[src/rtl/array_reduce_seq.sv]
// Streaming frame reducer: folds N accepted W-bit words into one result
// using a per-frame mode (saturating sum, max, min, xor), valid/ready on both sides.
module array_reduce_seq #(
  parameter int W      = 8,
  parameter int N      = 8,
  parameter bit SIGNED = 1'b0
) (
  input  logic         clk,
  input  logic         rst,
  input  logic [1:0]   mode,
  input  logic         in_valid,
  output logic         in_ready,
  input  logic [W-1:0] in_data,
  output logic         out_valid,
  input  logic         out_ready,
  output logic [W-1:0] out_data,
  output logic         out_ovf,
  output logic         busy
);

  localparam int CW = $clog2(N) + 1;

  typedef enum logic [1:0] {
    S_IDLE  = 2'd0,
    S_ACCUM = 2'd1,
    S_HOLD  = 2'd2
  } state_t;

  state_t          r_state;
  state_t          w_state_nxt;
  logic [W-1:0]    r_acc;
  logic [CW-1:0]   r_cnt;
  logic [1:0]      r_mode;
  logic            r_ovf;
  logic            r_out_valid;
  logic            r_in_ready;
  logic            r_busy;
  logic            w_accept;
  logic            w_xfer;
  logic            w_last;
  logic [W:0]      w_step;

  // One reduction step; returns {overflow, result}. Ties in max/min keep acc.
  function automatic logic [W:0] reduce_step(input logic [W-1:0] a,
                                             input logic [W-1:0] b,
                                             input logic [1:0]   m);
    logic [W:0]   wide;
    logic [W-1:0] res;
    logic         ov;
    logic         b_gt_a;
    logic         b_lt_a;
    wide   = {1'b0, a} + {1'b0, b};
    res    = a;
    ov     = 1'b0;
    b_gt_a = SIGNED ? ($signed(b) > $signed(a)) : (b > a);
    b_lt_a = SIGNED ? ($signed(b) < $signed(a)) : (b < a);
    case (m)
      2'd0: begin
        if (SIGNED) begin
          res = wide[W-1:0];
          if ((a[W-1] == b[W-1]) && (res[W-1] != a[W-1])) begin
            ov  = 1'b1;
            res = a[W-1] ? {1'b1, {(W-1){1'b0}}} : {1'b0, {(W-1){1'b1}}};
          end else begin
            ov  = 1'b0;
          end
        end else begin
          if (wide[W]) begin
            ov  = 1'b1;
            res = {W{1'b1}};
          end else begin
            ov  = 1'b0;
            res = wide[W-1:0];
          end
        end
      end
      2'd1:    res = b_gt_a ? b : a;
      2'd2:    res = b_lt_a ? b : a;
      2'd3:    res = a ^ b;
      default: res = a;
    endcase
    return {ov, res};
  endfunction

  assign w_accept = in_valid && r_in_ready;
  assign w_xfer   = r_out_valid && out_ready;
  assign w_last   = (r_cnt == CW'(N - 1));
  assign w_step   = reduce_step(r_acc, in_data, r_mode);

  // State register
  always_ff @(posedge clk or posedge rst) begin
    if (rst) begin
      r_state <= S_IDLE;
    end else begin
      r_state <= w_state_nxt;
    end
  end

  // Next-state decode
  always_comb begin
    w_state_nxt = r_state;
    case (r_state)
      S_IDLE: begin
        if (w_accept) begin
          w_state_nxt = (N == 32'sd1) ? S_HOLD : S_ACCUM;
        end else begin
          w_state_nxt = S_IDLE;
        end
      end
      S_ACCUM: begin
        if (w_accept && w_last) begin
          w_state_nxt = S_HOLD;
        end else begin
          w_state_nxt = S_ACCUM;
        end
      end
      S_HOLD: begin
        if (w_xfer) begin
          w_state_nxt = S_IDLE;
        end else begin
          w_state_nxt = S_HOLD;
        end
      end
      default: w_state_nxt = S_IDLE;
    endcase
  end

  // Accumulator, beat counter, frame mode and sticky overflow
  always_ff @(posedge clk or posedge rst) begin
    if (rst) begin
      r_acc  <= {W{1'b0}};
      r_cnt  <= {CW{1'b0}};
      r_mode <= 2'd0;
      r_ovf  <= 1'b0;
    end else if (w_accept) begin
      if (r_state == S_IDLE) begin
        r_acc  <= in_data;
        r_mode <= mode;
        r_ovf  <= 1'b0;
        r_cnt  <= CW'(1);
      end else begin
        r_acc  <= w_step[W-1:0];
        r_ovf  <= r_ovf | w_step[W];
        r_cnt  <= r_cnt + CW'(1);
      end
    end
  end

  // Handshake/status outputs registered from the next state so they track r_state exactly
  always_ff @(posedge clk or posedge rst) begin
    if (rst) begin
      r_out_valid <= 1'b0;
      r_in_ready  <= 1'b1;
      r_busy      <= 1'b0;
    end else begin
      r_out_valid <= (w_state_nxt == S_HOLD);
      r_in_ready  <= (w_state_nxt != S_HOLD);
      r_busy      <= (w_state_nxt != S_IDLE);
    end
  end

  assign out_valid = r_out_valid;
  assign in_ready  = r_in_ready;
  assign busy      = r_busy;
  assign out_data  = r_acc;
  assign out_ovf   = r_ovf;

endmodule

[config.mk]
export PLATFORM = sky130hd
export DESIGN_NAME = array_reduce_seq
export DESIGN_NICKNAME = d
export VERILOG_FILES = /design/src/rtl/array_reduce_seq.sv
export SDC_FILE = /design/constraint.sdc
export NUM_CORES = 1
export LEC_CHECK = 0
export BUFFER_PORTS_ARGS = -buffer_cell sky130_fd_sc_hd__buf_4
export CORE_MARGIN = 5
export CORE_UTILIZATION = 50
export CTS_CLUSTER_SIZE = 40
export DETAILED_ROUTE_END_ITERATION = 7
export GPL_ROUTABILITY_DRIVEN = 1
export PLACE_DENSITY = 0.72
export SLEW_MARGIN = 20
export SYNTH_ARGS = -nofsm -noshare
export SYNTH_HDL_FRONTEND = slang
export SYNTH_SLANG_ARGS = --single-unit
[constraint.sdc]
create_clock -name clk -period 2.2 [get_ports clk]
set_input_delay 0.22 -clock clk [delete_from_list [all_inputs] [get_ports clk]]
set_output_delay 0.22 -clock clk [all_outputs]
set_load 0.1 [all_outputs]
==> impl_results.md, run 1 <==
* Register area share after synthesis at 0.2944
* Clock Tree Root: clkbuf_4
* Synthesized-area fraction occupied by xor and xnor cells at 0
* Worst-Skew Late Latency at 310 ps
* Routed wire length per instance at 16.74 µm
* Synth Cell Area at 0.001704 mm²
* RSZ-0062 raised after global routing: true
* Met3 GRT Util at 0.04105
* Tot GR Track Use at 0.2161
* Layout cell share with drive strength beyond 1 at 0.4286
* Yosys cell types at 44
* DRC at 0
* Synth Area in Compound Gates at 0.2034
* Area delta synth->final at 44.49%
* Critical Path Max Stage Delay at 520 ps
* Crit path kind: reg2reg
* CTS Buf Count at 3
* RR Endpoint: out_data[5]
* Die H at 68.38 µm
* Post-synth top cells: o21ai_0 (24), ha_1 (22), inv_1 (22), dfrtp_1 (19), a21oi_1 (14)
* Fin nets at 283
* Cells after Synth at 201
* Final worst slack at -31.43 ps
* Most common cell in the netlist: o21ai_0
* Worst reg-to-reg setup slack at -30 ps
* Worst Skew at 2.059 ps
* Total Wirelength at 4871 µm
* Largest net degree at the start of global routing at 21
* FFs w/ async S/R, synth at 1.000
* F_max at 448.1 MHz
* Number of flops mapped to enable cells by yosys at 0
* Final Setup Violations at 3
* Vias in the first global route at 1695
* Largest family of logic cells by synthesized area: compound AO/OA/AOI/OAI gates
* Top post-synthesis cells by area: dfrtp_1 (28%), ha_1 (16%), o21ai_0 (7.0%)
* Failing checks: negative setup slack
* # clock sinks at 20
* Max cap viols at 0
* Post-CTS Hold Fix Bufs at 0
* Die X at 68.38 µm
* Synth Flop Type: dfrtp_1
* Critical path fanouts, max at 3
* TritonRoute pass-1 iters at 4
* Post-Layout Cell Count at 291
* Initial antenna violation count at 0
* First-pass GRT wire length at 7638 µm
* Inserted Diodes at 0
* HP Class: in2async
* CP max stage cell: dfrtp_4
* CTS H-Tree Depth at 1
* Met1 Usage GRT at 0.2518
* Cells after DPL at 279
* Via density at 5.636
* Top-area cell type share of the netlist area at 0.2790
* Relative slew margins at 0.4709
* Synth Net Count at 238
* # port buffers at 25
* CTS clk-pin slew, worst paths at 120 ps
* Simple-gate share of the synthesized area at 0.1850
* #FFs+latches synth at 20
* Critical Path RT at 2410 ps
* Synthesized-area fraction occupied by adder cells at 0.1733
* Mux share of post-synthesis cell area at 0.06388
* Mapped Avg Cell Area at 8.478 µm²
* Synth warnings at 0
* Hold Fails Final Rpt at 0
* Standard-cell rows at 21
* Fin crit share at 1.014
* Slew Viols, Final at 0
* Worst setup EP type: flip-flop
* DP HPWL at 3378 µm
* Met2 GRT Util at 0.3862
* DRT iter0 DRCs at 101
* Antenna viol nets, final at 0
* Worst-margin pin slew at 792.8 ps
* Status: complete, but fails checks
* Initial core utilization at 0.5147
* Worst r2r src: out_data[0]
* Arr. time, crit path at 2450 ps
* Clk buf depth at 2
* Startpoint Class: flip-flop
* Routability cong. at 0.9360
* Hold WS at 41.27 ps
* Leading area contributor after synthesis: dfrtp_1
* Cells on worst reg2reg path at 8
* Core area at 0.003311 mm²
* Overflow after GRT at 0
* Via count at 1640
* CP Cell Sequence: ha_4, fa_2, nor2b_4, o21ai_4, a21oi_1, o21ai_1, a32oi_2, mux2_4
* Critical path origin: out_data[0]
* Grt peak-use layer: met2
* Final min period at 2231 ps
* Die area at 0.004676 mm²
* CTS tree: yes
* IO Pins at 26
## worst max-delay path, delay by kind of cell, from the launching register on
kind                       cells  cell delay [ps]
muxes                          1              270
DFF                            1              520
AOI/OAI and AO/OA              4              650
and+or+nand+nor                1              150
adders and majority gates      2              550
## worst max-delay path by stage
stage | to | slack [ps]
floorplan | out_data[5] | -140
global placement | out_data[5] | 30
detailed placement | out_data[3] | -50
CTS | out_data[3] | 9
global route | out_data[5] | -110
finish | out_data[5] | -30
## kinds of logic (layout without fill, tap and decap cells)
group	after synthesis	count (layout)
buf+inv	29	73
mux	10	10
simple gates	62	62
compound gates	57	57
fa+ha+maj	23	23
flops	20	20
## layer usage
layer,routed length (µm),vias up,part of all wire
li1,-,792,-
met1,1992,780,0.41
met2,2518,51,0.52
met3,219,17,0.045
met4,140,0,0.029
met5,0,-,0
## state kept, by name, indices dropped and copies added, names as in the netlist
register / flops
r_mode: 2
busy: 1
out_valid: 1
in_ready: 1
out_ovf: 1
r_state: 2
out_data: 8
r_cnt: 4
## final cells by class
| cell class | count | area, µm² |
|---|---|---|
| repair buffers | 47 | 384.1 |
| clock inverters | 1 | 30.03 |
| multi-input cells | 152 | 1356 |
| well taps | 46 | 57.56 |
| flip-flops and latches | 20 | 529.3 |
| inverters | 22 | 82.58 |
| fillers | 240 | 848.3 |
| clock buffers | 3 | 22.52 |
## metrics by stage
stage / setup slack (ps) / utilization / setup TNS (ps) / cell area, µm²
2_1_floorplan: -136.0 / - / -1073 / 1802
3_3_place_gp: 27.54 / 0.6338 / 0 / 2098
3_5_place_dp: -50.98 / 0.6338 / -207.9 / 2098
4_1_cts: 8.931 / 0.6961 / 0 / 2305
5_1_grt: -114.7 / 0.7438 / -569.7 / 2462
6_report: -31.43 / 0.7438 / -46.60 / 2462
## cells in the final DEF, fill, tap and decap left out, types with 2 or more instances in the layout
cell type	n
inv_2	2
ha_1	15
mux2i_1	3
nand2_1	9
a21oi_1	12
a31oi_1	3
dfrtp_1	11
o21ai_0	21
buf_6	5
buf_4	41
inv_1	20
nor2b_4	2
nor2b_1	3
o21ai_1	3
dfrtp_4	7
clkbuf_4	3
nand3_4	3
ha_4	6
nor3_1	7
a31oi_4	2
nand4_1	3
mux2_4	7
nor2_1	12
nand3_1	6
nand3_2	3
a21oi_4	2
nand2_2	2
## repair_timing
item | in CTS | in global routing
setup endpoints to repair | 8 | 8
cloned | 0 | 0
buffers inserted | 5 | 3
gates resized for setup | 16 | 28
pin swaps | 5 | 16
Power of run 1 is not shown: default switching activity piles up to over one toggle a cycle in this logic, so the estimate is an artifact.
==> inputs of run 2 (changes only) <==
--- a/config.mk
+++ b/config.mk
@@ -11,7 +11,7 @@
 export CTS_CLUSTER_SIZE = 40
 export DETAILED_ROUTE_END_ITERATION = 7
 export GPL_ROUTABILITY_DRIVEN = 1
-export PLACE_DENSITY = 0.72
+export PLACE_DENSITY = 0.7
 export SLEW_MARGIN = 20
 export SYNTH_ARGS = -nofsm -noshare
 export SYNTH_HDL_FRONTEND = slang
==> constraint.sdc (replaced) <==
create_clock -name clk -period 2.65 [get_ports clk]
set_input_delay 0.265 -clock clk [delete_from_list [all_inputs] [get_ports clk]]
set_output_delay 0.265 -clock clk [all_outputs]
set_load 0.1 [all_outputs]
==> run 2 against run 1 <==
Worst setup slack improved by 220 ps. Largest cell class unchanged. Fmax shrank 9.3%. Sequential share of layout area grew 4.4 points. Critical path type unchanged. The flow now finishes without violations. Global-route usage is 2.5 points lower. Critical endpoint is now out_data[7]. Routed wire length shrank 15%. First-iteration DRC count rose by 55%.
==> impl_results.md, run 2 (synthesis gave the netlist of run 1 again) <==
* Status: completed
* TritonRoute pass-1 iters at 4
* First-pass GRT wire length at 6865 µm
* # port buffers at 25
* Final min period at 2459 ps
* Max cap viols at 0
* Standard-cell rows at 21
* Clk buf depth at 2
* F_max at 406.7 MHz
* RSZ-0062 raised after global routing: false
* Via density at 5.811
* Crit path kind: reg2reg
* Startpoint Class: flip-flop
* Arr. time, crit path at 2660 ps
* Hold Fails Final Rpt at 0
* Max reg flops at 8
* Via count at 1569
* Final worst slack at 191.1 ps
* IO Pins at 26
* Critical Path RT at 2850 ps
* Vias in the first global route at 1552
* Area delta synth->final at 15.20%
* Worst Skew at 1.457 ps
* Footprint of the multi-input gates at 0.001066 mm²
* Initial core utilization at 0.5147
* Overflow after GRT at 0
* Die H at 68.38 µm
* Worst reg-to-reg setup slack at 190 ps
* DRT iter0 DRCs at 157
* # clock sinks at 20
* Pre-CTS WS at 254.7 ps
* HP Class: in2async
* CTS H-Tree Depth at 1
* Clock Tree Root: clkbuf_4
* Most common cell after layout, fill and taps aside: buf_4
* Worst setup EP type: flip-flop
* Initial antenna violation count at 0
* DP HPWL at 3230 µm
* Most frequent cells in the layout: buf_4 (26), o21ai_0 (24), inv_1 (22), ha_1 (22), a21oi_1 (14)
* Relative slew margins at 0.4644
* Fillers at 305
* RR Endpoint: out_data[7]
* Routability cong. at 0.8928
* CTS clk-pin slew, worst paths at 130 ps
* Total Wirelength at 4144 µm
* Die area at 0.004676 mm²
* Fin crit share at 0.9279
* Largest net degree at the start of global routing at 21
* Worst-margin pin slew at 802.6 ps
* Final Setup Violations at 0
* CTS Buf Count at 3
* Layout cell share with drive strength beyond 1 at 0.2232
* Finished Core Util at 0.5930
* Post-CTS Hold Fix Bufs at 0
* Die X at 68.38 µm
* Worst-Skew Late Latency at 300 ps
* CTS tree: yes
* Tot GR Track Use at 0.1908
* Routed wire length per instance at 15.35 µm
* Cells on worst reg2reg path at 8
* Fin nets at 262
* Post-cts sizing count at 0
* Critical path fanouts, max at 10
* Postcts setup bufs at 0
* Worst r2r src: out_data[4]
* Antenna viol nets, final at 0
* Slew Viols, Final at 0
* Core area at 0.003311 mm²
* Seq. cell area at 509.2 µm²
* DRC at 0
* Inserted Diodes at 0
* Final setup TNS at 0 ps
==> run 2: worst max-delay path, cell delays in order, from the launching register on <==
cell,delay [ps]
dfrtp_2,410
inv_1,50
ha_1,440
nand3_1,160
o21bai_1,190
a31oi_1,220
o21ai_1,140
a31oi_4,360
mux2_2,390
==> run 2: cell type report <==
class,count,area share
Tap cell,46,0.02932
Clock inverter,1,0.01530
Timing Repair Buffer,26,0.09943
Clock buffer,3,0.01147
Sequential cell,20,0.2594
Inverter,22,0.04207
Multi-Input combinational cell,152,0.5430
==> run 2: per-layer routing <==
layer | wire, µm | GRT usage | share of wire
met5 | 0 | 0 | 0
met4 | 46 | 0.03722 | 0.011
met3 | 239 | 0.02463 | 0.058
met2 | 2076 | 0.3373 | 0.50
met1 | 1782 | 0.2467 | 0.43
==> run 2: worst max-delay path by stage <==
stage,from,endpoint,slack (ps),depth (start not counted)
detailed placement,out_data[4],out_data[7],250,8
finish,out_data[4],out_data[7],190,8
floorplan,out_data[7],out_data[0],60,8
global placement,out_data[4],out_data[0],300,8
CTS,out_data[4],out_data[0],220,8
global route,out_data[4],out_data[1],70,8
==> run 2: metrics by stage <==
step	hold slack (ps)	std cells	area, µm²
after detailed placement	474.0	266	1911
after global placement	453.7	266	1911
after global routing	153.9	270	1963
after floorplan	227.7	201	1712
after CTS	123.9	270	1963
final	101.7	270	1963
Power of run 2 is left out for the same reason.
==> inputs of run 3 (changes only) <==
--- a/config.mk
+++ b/config.mk
@@ -12,6 +12,7 @@
 export DETAILED_ROUTE_END_ITERATION = 7
 export GPL_ROUTABILITY_DRIVEN = 1
 export PLACE_DENSITY = 0.7
+export REMOVE_ABC_BUFFERS = 1
 export SLEW_MARGIN = 20
 export SYNTH_ARGS = -nofsm -noshare
 export SYNTH_HDL_FRONTEND = slang
==> run 3 against run 2 <==
Final area fell by 0.38%. Clock skew rose by 17 ps. Hold slack got worse by 39 ps. Sequential cell count did not move. Critical path depth did not move. Highest routed layer unchanged.
==> impl_results.md, run 3 (synthesis gave the netlist of run 1 again) <==
* Status: completed
* Die X at 68.38 µm
* Pre-CTS WS at 216.4 ps
* Worst-margin pin slew at 767.4 ps
* Met3 GRT Util at 0.02463
* # port buffers at 25
* Worst setup EP type: flip-flop
* HP Class: in2async
* Worst reg-to-reg setup slack at 160 ps
* Die area at 0.004676 mm²
* Worst-Skew Late Latency at 320 ps
* Post-cts sizing count at 0
* Routed wire length per instance at 15.23 µm
* Inserted Diodes at 0
* Via count at 1552
* Clk buf depth at 2
* Final worst slack at 160.4 ps
* Initial antenna violation count at 0
* Die H at 68.38 µm
* CP Cell Sequence: inv_1, ha_1, nand3_1, o21bai_1, a31oi_1, o21ai_1, a31oi_4, mux2_2
* Met1 Usage GRT at 0.2650
* RSZ-0062 raised after global routing: false
* Grt peak-use layer: met2
* Critical Path RT at 2850 ps
* DP HPWL at 3191 µm
* Post-CTS Hold Fix Bufs at 0
* Total Wirelength at 4113 µm
* DRC at 0
* Max reg flops at 8
* Slew Viols, Final at 0
* Area delta synth->final at 14.76%
* Max cap viols at 0
* Worst Skew at 18.58 ps
* F_max at 401.7 MHz
* Postcts setup bufs at 0
* Fin crit share at 0.9395
* Arr. time, crit path at 2690 ps
* Worst path top cell family by delay: compound AO/OA/AOI/OAI gates
* CTS Buf Count at 3
* Final Setup Violations at 0
* First-pass GRT wire length at 6810 µm
* Startpoint Class: flip-flop
* CTS clk-pin slew, worst paths at 140 ps
* Vias in the first global route at 1484
* CTS H-Tree Depth at 1
* IO Pins at 26
* Routability cong. at 0.8877
* Critical path fanouts, max at 10
* Most frequent cells in the layout: buf_4 (26), o21ai_0 (24), inv_1 (22), ha_1 (22), dfrtp_1 (19)
* Critical Path Max Stage Delay at 460 ps
* Initial core utilization at 0.5147
* Fin nets at 262
* Overflow after GRT at 0
* CTS tree: yes
* # clock sinks at 20
* CP max stage cell: ha_1
* Most common cell after layout, fill and taps aside: buf_4
* Layout cell share with drive strength beyond 1 at 0.1964
* Core area at 0.003311 mm²
* Crit path kind: reg2reg
* Worst Path Buf+Inv at 1
* Via density at 5.748
* Largest net degree at the start of global routing at 21
* Standard-cell rows at 21
* Relative slew margins at 0.4878
* Met2 GRT Util at 0.3051
* Tot GR Track Use at 0.1903
* Hold Fails Final Rpt at 0
* TritonRoute pass-1 iters at 7
* DRT iter0 DRCs at 120
* Clock Tree Root: clkbuf_4
* Final min period at 2490 ps
* Antenna viol nets, final at 0
run 3: metrics by stage:
stage	TNS [ps]	util	hold WS, ps	area, µm²	instances
4_1_cts	0	0.5907	97.14	1956	270
3_5_place_dp	0	0.5748	459.5	1903	266
3_3_place_gp	0	0.5748	435.5	1903	266
6_report	0	0.5907	62.80	1956	270
5_1_grt	0	0.5907	140.7	1956	270
2_1_floorplan	-892.9	-	228.1	1650	194
run 3: cell type report:
class	count	area (µm²)
clock buffer	3	22.52
clock inverter	1	30.03
fill	324	1355
inverter	22	82.58
multi-input combinational	152	1066
sequential	20	501.7
tap	46	57.56
timing repair buffer	26	195.2
run 3: worst paths after layout:
kind                        startpoint           to  cells after the start
max in group asynchronous          rst     r_cnt[3]                      2
max                        out_data[4]  out_data[7]                      8
max reg2reg                out_data[4]  out_data[7]                      8
min                                rst  out_data[2]                      2
min in group clk               mode[0]    r_mode[0]                      3
min reg2reg                   r_cnt[0]     r_cnt[0]                      1
run 3: layer usage:
| metal | up-vias | wire length, µm | share of wire |
|---|---|---|---|
| met5 | - | 0 | 0 |
| met1 | 723 | 1906 | 0.46 |
| met2 | 66 | 1923 | 0.47 |
| met3 | 10 | 228 | 0.055 |
| li1 | 753 | - | - |
| met4 | 0 | 55 | 0.013 |
run 3: worst register-to-register path, stage by stage, from the launching register on:
cell      delay [ps]
dfrtp_1          410
inv_1             60
ha_1             460
nand3_1          150
o21bai_1         170
a31oi_1          230
o21ai_1          150
a31oi_4          350
mux2_2           390
Power of run 3 is left out for the same reason.
